File: src/rtl/pipelined_barrel_shifter.sv
// Multi-mode barrel shifter, one register slice per LEVELS_PER_STAGE levels; latency NSTAGE cycles.
// Stalls the whole pipe while out_valid && !out_ready; out_carry exists only with PIPELINED_BARREL_SHIFTER_CARRY_EN.
module pipelined_barrel_shifter #(
  parameter int WIDTH            = 32,
  parameter int LEVELS_PER_STAGE = 1,
  parameter int TAG_W            = 5
) (
  input  logic                     clock,
  input  logic                     reset_n,
  input  logic                     in_valid,
  output logic                     in_ready,
  input  logic [WIDTH-1:0]         in_data,
  input  logic [$clog2(WIDTH)-1:0] in_amt,
  input  logic [2:0]               in_op,
  input  logic [TAG_W-1:0]         in_tag,
  output logic                     out_valid,
  input  logic                     out_ready,
  output logic [WIDTH-1:0]         out_data,
  output logic [TAG_W-1:0]         out_tag,
  output logic                     out_zero
`ifdef PIPELINED_BARREL_SHIFTER_CARRY_EN
  ,
  output logic                     out_carry
`endif
);

  localparam int NLEV   = $clog2(WIDTH);
  localparam int NSTAGE = (NLEV + LEVELS_PER_STAGE - 1) / LEVELS_PER_STAGE;

  localparam logic [2:0] OP_SLL = 3'd0;
  localparam logic [2:0] OP_SRL = 3'd1;
  localparam logic [2:0] OP_SRA = 3'd2;
  localparam logic [2:0] OP_ROL = 3'd3;
  localparam logic [2:0] OP_ROR = 3'd4;

  if (WIDTH < 8 || WIDTH > 64 || (WIDTH & (WIDTH - 1)) != 0) begin : g_bad_width
    $error("pipelined_barrel_shifter: WIDTH must be a power of two in 8..64");
  end
  if (LEVELS_PER_STAGE < 1 || LEVELS_PER_STAGE > NLEV) begin : g_bad_lps
    $error("pipelined_barrel_shifter: LEVELS_PER_STAGE must be in 1..log2(WIDTH)");
  end

  typedef struct packed {
    logic             vld;
    logic [2:0]       op;
    logic             sgn;
    logic [NLEV-1:0]  amt;
    logic [TAG_W-1:0] tag;
    logic             carry;
    logic [WIDTH-1:0] dat;
  } stage_t;

  stage_t stage_d [NSTAGE];
  stage_t stage_q [NSTAGE];
  logic   zero_d;
  logic   zero_q;
  logic   advance;

  // Applies the levels owned by stage s, largest shift first; returns {carry, data}.
  // The carry of the smallest applied level is the overall last bit shifted out.
  function automatic logic [WIDTH:0] shift_levels(input stage_t st, input int s);
    logic [WIDTH-1:0] d;
    logic [WIDTH-1:0] t;
    logic [NLEV-1:0]  a;
    logic             c;
    int               k;
    int               sh;
    d = st.dat;
    c = st.carry;
    for (int j = 0; j < LEVELS_PER_STAGE; j++) begin
      k  = NLEV - 1 - (s * LEVELS_PER_STAGE + j);
      a  = '0;
      sh = 0;
      if (k >= 0) begin
        a  = st.amt >> k;
        sh = 1 << k;
      end
      if (k >= 0 && a[0]) begin
        case (st.op)
          OP_SLL: begin t = d >> (WIDTH - sh); c = t[0]; d = d << sh; end
          OP_SRL: begin t = d >> (sh - 1);     c = t[0]; d = d >> sh; end
          OP_SRA: begin
            t = d >> (sh - 1);
            c = t[0];
            d = (d >> sh) | (st.sgn ? ~({WIDTH{1'b1}} >> sh) : '0);
          end
          OP_ROL: begin t = d >> (WIDTH - sh); c = t[0]; d = (d << sh) | (d >> (WIDTH - sh)); end
          OP_ROR: begin t = d >> (sh - 1);     c = t[0]; d = (d >> sh) | (d << (WIDTH - sh)); end
          default: ;
        endcase
      end
    end
    return {c, d};
  endfunction

  for (genvar s = 0; s < NSTAGE; s++) begin : g_stage
    stage_t         src;
    logic [WIDTH:0] res;
    if (s == 0) begin : g_first
      assign src = '{vld: in_valid, op: in_op, sgn: in_data[WIDTH-1], amt: in_amt,
                     tag: in_tag, carry: 1'b0, dat: in_data};
    end else begin : g_next
      assign src = stage_q[s-1];
    end
    assign res        = shift_levels(src, s);
    assign stage_d[s] = '{vld: src.vld, op: src.op, sgn: src.sgn, amt: src.amt,
                          tag: src.tag, carry: res[WIDTH], dat: res[WIDTH-1:0]};
  end

  assign zero_d  = (stage_d[NSTAGE-1].dat == '0);
  assign advance = !stage_q[NSTAGE-1].vld || out_ready;

  // Global stall: every slice holds together, bubbles are not collapsed.
  always_ff @(posedge clock or negedge reset_n) begin
    if (!reset_n) begin
      for (int s = 0; s < NSTAGE; s++) stage_q[s] <= '0;
      zero_q <= 1'b0;
    end else if (advance) begin
      for (int s = 0; s < NSTAGE; s++) stage_q[s] <= stage_d[s];
      zero_q <= zero_d;
    end
  end

  assign in_ready  = advance;
  assign out_valid = stage_q[NSTAGE-1].vld;
  assign out_data  = stage_q[NSTAGE-1].dat;
  assign out_tag   = stage_q[NSTAGE-1].tag;
  assign out_zero  = zero_q;
`ifdef PIPELINED_BARREL_SHIFTER_CARRY_EN
  assign out_carry = stage_q[NSTAGE-1].carry;
`endif

endmodule

File: config.mk
export PLATFORM = sky130hd
export DESIGN_NAME = pipelined_barrel_shifter
export DESIGN_NICKNAME = d
export VERILOG_FILES = /design/src/rtl/pipelined_barrel_shifter.sv
export SDC_FILE = /design/constraint.sdc
export NUM_CORES = 1
export LEC_CHECK = 0
export CAP_MARGIN = 25
export CORE_MARGIN = 2
export CORE_UTILIZATION = 38
export CTS_CLUSTER_SIZE = 30
export DETAILED_ROUTE_END_ITERATION = 8
export PLACE_DENSITY = 0.55
export RECOVER_POWER = 50
export SYNTH_ARGS = -nofsm -noshare
export SYNTH_HDL_FRONTEND = slang
export SYNTH_SLANG_ARGS = --single-unit
File: constraint.sdc
create_clock -name clock -period 6.47 [get_ports clock]
set_input_delay 1.294 -clock clock [delete_from_list [all_inputs] [get_ports clock]]
set_output_delay 1.294 -clock clock [all_outputs]
set_load 0.05 [all_outputs]
Word-level counts from Yosys, hierarchy flattened
Cells that the tools add are included.
- equality and inequality tests: 20
- reduce and logical (&&, ||, !) cells: 9
- multiplexer cells: 15
- bitwise logic cells: 14
- operators by type and width (operator ; number):
    case mux 32 bit (5 select lines) ; 4
    2-to-1 mux 32 bit ; 10
    case mux 32 bit (4 select lines) ; 1
    bitwise OR 16 x 32 -> 32 bit ; 2
    bitwise OR 24 x 32 -> 32 bit ; 2
    bitwise OR 28 x 32 -> 32 bit ; 2
    bitwise OR 30 x 32 -> 32 bit ; 2
    bitwise OR 31 x 32 -> 32 bit ; 2
    zero test 32 bit ; 1
    bitwise OR 32 x 1 -> 32 bit ; 1
    bitwise OR 32 x 2 -> 32 bit ; 1
    bitwise OR 32 x 4 -> 32 bit ; 1
    bitwise OR 32 x 8 -> 32 bit ; 1
    equality test 3 x 2 -> 1 bit (second input constant) ; 10
    equality test 3 x 1 -> 1 bit (second input constant) ; 5
    equality test 3 bit (second input constant) ; 5
    zero test 3 bit ; 5
    OR reduction 2 bit ; 1
    zero test 1 bit ; 1
    logical OR 1 bit ; 1
- output and inout bits: 40
- register bits after elaboration: 217
- word-level logic and storage cells: 86
- input bits: 49

Depth between registers and ports, before layout
- depth in word-level cells: 5
- mapped depth: 11

Worst setup path before layout
Ideal clock, no wire load.
- path kind: in2out
- start point: input out_ready
- end point: output in_ready
- path buffers: 3
- path slack: 2800 ps
- data arrival time: 2376 ps
- required time: 5176 ps
- stages on the path: 5
- path through: nor2b_1 clkbuf_1 clkbuf_1 inv_2 clkbuf_1
- longest elaborated chain between the ends: 1
- RTL lines (item ; RTL line ; RTL):
    start: declaration ; 17 ; input logic out_ready,
    logical OR 1 bit ; 111 ; assign advance = !stage_q[NSTAGE-1].vld || out_ready;
    end: declaration ; 11 ; output logic in_ready,
Every way passes these cells.

==> impl_metrics.toml <==
[outcome]
run_status = "finished, violations left"
failed_checks = "capacitance limit, slew limit"

[worst_setup_path]
type_of_the_worst_setup_path = "input pin to asynchronous set/reset pin"
maximum_net_fanout_on_the_critical_path = 130
reg2reg_depth = 8
critPathLaunch = "reset_n"
r2r_slack_ns = 2.75
cp-end-kind = "asynchronous set/reset pin"
regToRegEndpoint = "out_zero"
crit-reg2reg-launch = "g_stage[4].src[38]"
critical_path_buf_inv_count = 2
crit_slowest_cell = "clkbuf_2"
cp_top_family = "buffers and inverters"
cp-start-kind = "input pin"
data_required_time_at_the_worst_endpoint_ns = 6.37
crit_path_largest_cell_delay_ns = 2.29
crit_arrival_ns = 4.25
crit_chain = "buf_8, clkbuf_2"

[die]
fp.dieArea_sq_mm = 0.0329
rows = 64
io_pins = 89
core_box_area_sq_mm = 0.0307
die-width_um = 181
starting_density_pct = 38.8
die_h_um = 181

[yosys]
synth_cells = 1489
synth_enable_flop_cells = 0
synthesis.nets = 1538
post_synth.cell_area_avg_sq_um = 8.02
postSynthRegisterBits = 217
asyncSetResetFlopFracSynth_pct = 100
seq_area_frac_synth_pct = 45.5
synth.yosys.warnings = 0
postSynth.topFlopCell = "dfrtp_1"
yosys.cell_types.count = 53
syn_area_sq_mm = 0.0119

[flow_run]
max_cap_violations = 2

[power]
power_density_mw_per_mm2 = 592
power.leakage_nw = 5.76
vdd_drop_max_v = 0.000246

[route]
wire_per_inst_um = 17.4
first_pass_iters = 6
drt-vias-per-instance = 5.54
route.detailed.drc = 0
wl_um = 33300
dr.first_iter.drc_count = 910
postRouteAntennaNets = 0
route.vias.total = 10584

[cts]
clock_tree_buf_depth = 3
h-tree-depth = 1
cts-buffers-inserted = 26
cts_root_buf = "clkbuf_16"
clk_latency_ns = 0.54
path_clk_slew_ns = 0.05
holdBufCountCts = 0
ctsResizeCount = 0
cts_tree = "done"
post-cts-setup-buffer-count = 0
numClockSinks = 217

[worst_hold_path]
holdCritPathClass = "register to register"
holdPathEnd = "g_stage[3].src[34]"
min-delay-start = "g_stage[3].src[34]"
worstHoldPathCells = 2

[final_layout]
most-common-layout-cells = "432 x nand2_1, 224 x o21ai_0, 217 x dfrtp_1"
drive_above_1_share_pct = 4.82
nets = 1546
num_antenna_cells = 0
layout.cells.most_common = "nand2_1"
syn2layout_area_growth_pct = 16.8
postLayoutCellArea_sq_mm = 0.0139
layout_fillers = 3133

[global_route]
grt_antenna_before_repair = 0
grt.overflow.total = 0
grt_pass1_wl_um = 55100
largest_net_degree_at_the_start_of_global_routing = 231
track_usage_pct = 20.2
first_global_vias = 9831

[timing]
worst_clock_skew_ns = 0.0176
report.final.setup_viol = 0
fmax_mhz = 230
worst_case_hold_slack_ns = 0.462
timing.setup.tns_ns = 0
finalWorstPathRequiredPeriod_ns = 4.34
maxSlewHeadroom_pct = -117
fin_crit_sh_pct = 67.1
worst-slew-pin-transition_ns = 3.26
setup_repair_after_global_routing_missed_its_margin = "no"
final_hold_fails = 0
maxSlewViolCount = 194

[placement]
placement.cell_area_sq_mm = 0.0131
gp_congestion = 0.923
place.port_buffers = 88
half_perimeter_wire_length_of_the_detailed_placement_result_um = 22400
==> worst reg2reg max path: cells and delay by family, from the launching register on <==
kind	cells	cell delay, ns
AOI/OAI and AO/OA	3	0.48
buffers and inverters	2	0.74
DFF	1	1.04
and+or+nand+nor	3	1.35
==> state kept, by name (all words and copies together), names as in the netlist <==
signal and count:
g_stage.src 178, out_zero 1, out_valid 1, out_data 32, out_tag 5
==> report_power, final <==
part | internal, mW | total, mW | switching, mW
clock | 0.981 | 1.56 | 0.583
combinational | 1.47 | 3.81 | 2.35
sequential | 1.99 | 2.88 | 0.888
==> synth_stat cells, types with 14 or more instances <==
| cell type | instances | share of area (%) |
|---|---|---|
| nand2_1 | 432 | 14 |
| o21ai_0 | 224 | 9.4 |
| dfrtp_1 | 217 | 45 |
| clkbuf_1 | 113 | 3.6 |
| nor2_1 | 85 | 2.7 |
| a21oi_1 | 75 | 3.1 |
| a22oi_1 | 60 | 3.8 |
| mux2i_1 | 45 | 3.8 |
| o22ai_1 | 30 | 1.6 |
| a221oi_1 | 21 | 1.5 |
| nor3_1 | 19 | 0.80 |
| o31ai_1 | 19 | 1.2 |
| maj3_1 | 14 | 1.2 |
| o22a_1 | 14 | 1.0 |
==> metrics by stage <==
step / total power [mW] / worst slack [ns] / std cells / utilization (%)
6_report: 8.26 / 2.13 / 1912 / 45.4
5_1_grt: 8.94 / 1.34 / 1912 / 45.4
4_1_cts: 8.32 / 2.45 / 1912 / 45.5
3_5_place_dp: 6.73 / 2.46 / 1865 / 42.4
3_3_place_gp: 6.64 / 2.46 / 1861 / 42.3
2_1_floorplan: 5.49 / 2.80 / 1489 / -
==> layer usage <==
| metal | up-vias | share of wire, % | GRT usage (%) |
|---|---|---|---|
| met5 | - | 0 | 0 |
| met1 | 4981 | 47 | 28.5 |
| met4 | 0 | 1.9 | 4.72 |
| met3 | 38 | 4.1 | 2.16 |
| met2 | 290 | 47 | 33.5 |
| li1 | 5275 | - | - |
==> cell type report <==
class                   count  area (sq um)  area share (%)
clock buffers              41           817            5.86
clock inverters             6           119           0.852
inverters                   8          30.0           0.215
multi-input cells        1136          6000            43.1
flip-flops and latches    217          5430            38.9
well taps                 396           495            3.55
repair buffers            108          1050            7.54
==> how the worst max path moves through the flow <==
stage | endpoint | slack, ns | depth (start not counted)
floorplan | in_ready | 2.80 | 5
global placement | in_ready | 2.46 | 4
detailed placement | in_ready | 2.46 | 4
CTS | in_ready | 2.45 | 4
global route | g_stage[1].src[18] | 1.34 | 2
finish | g_stage[1].src[2] | 2.13 | 2
==> cells by family (layout without fill, tap and decap cells) <==
family / Yosys count / count (layout) / synth area share (%)
XOR/XNOR: 5 / 5 / 0.430
flip-flops: 217 / 217 / 45.5
buffers and inverters: 136 / 163 / 4.39
AO/OA/AOI/OAI: 494 / 494 / 25.2
multiplexers: 49 / 49 / 4.15
AND/OR/NAND/NOR: 574 / 574 / 19.2
adder cells (fa/ha/maj): 14 / 14 / 1.17
(Power assumes the default switching activity.)
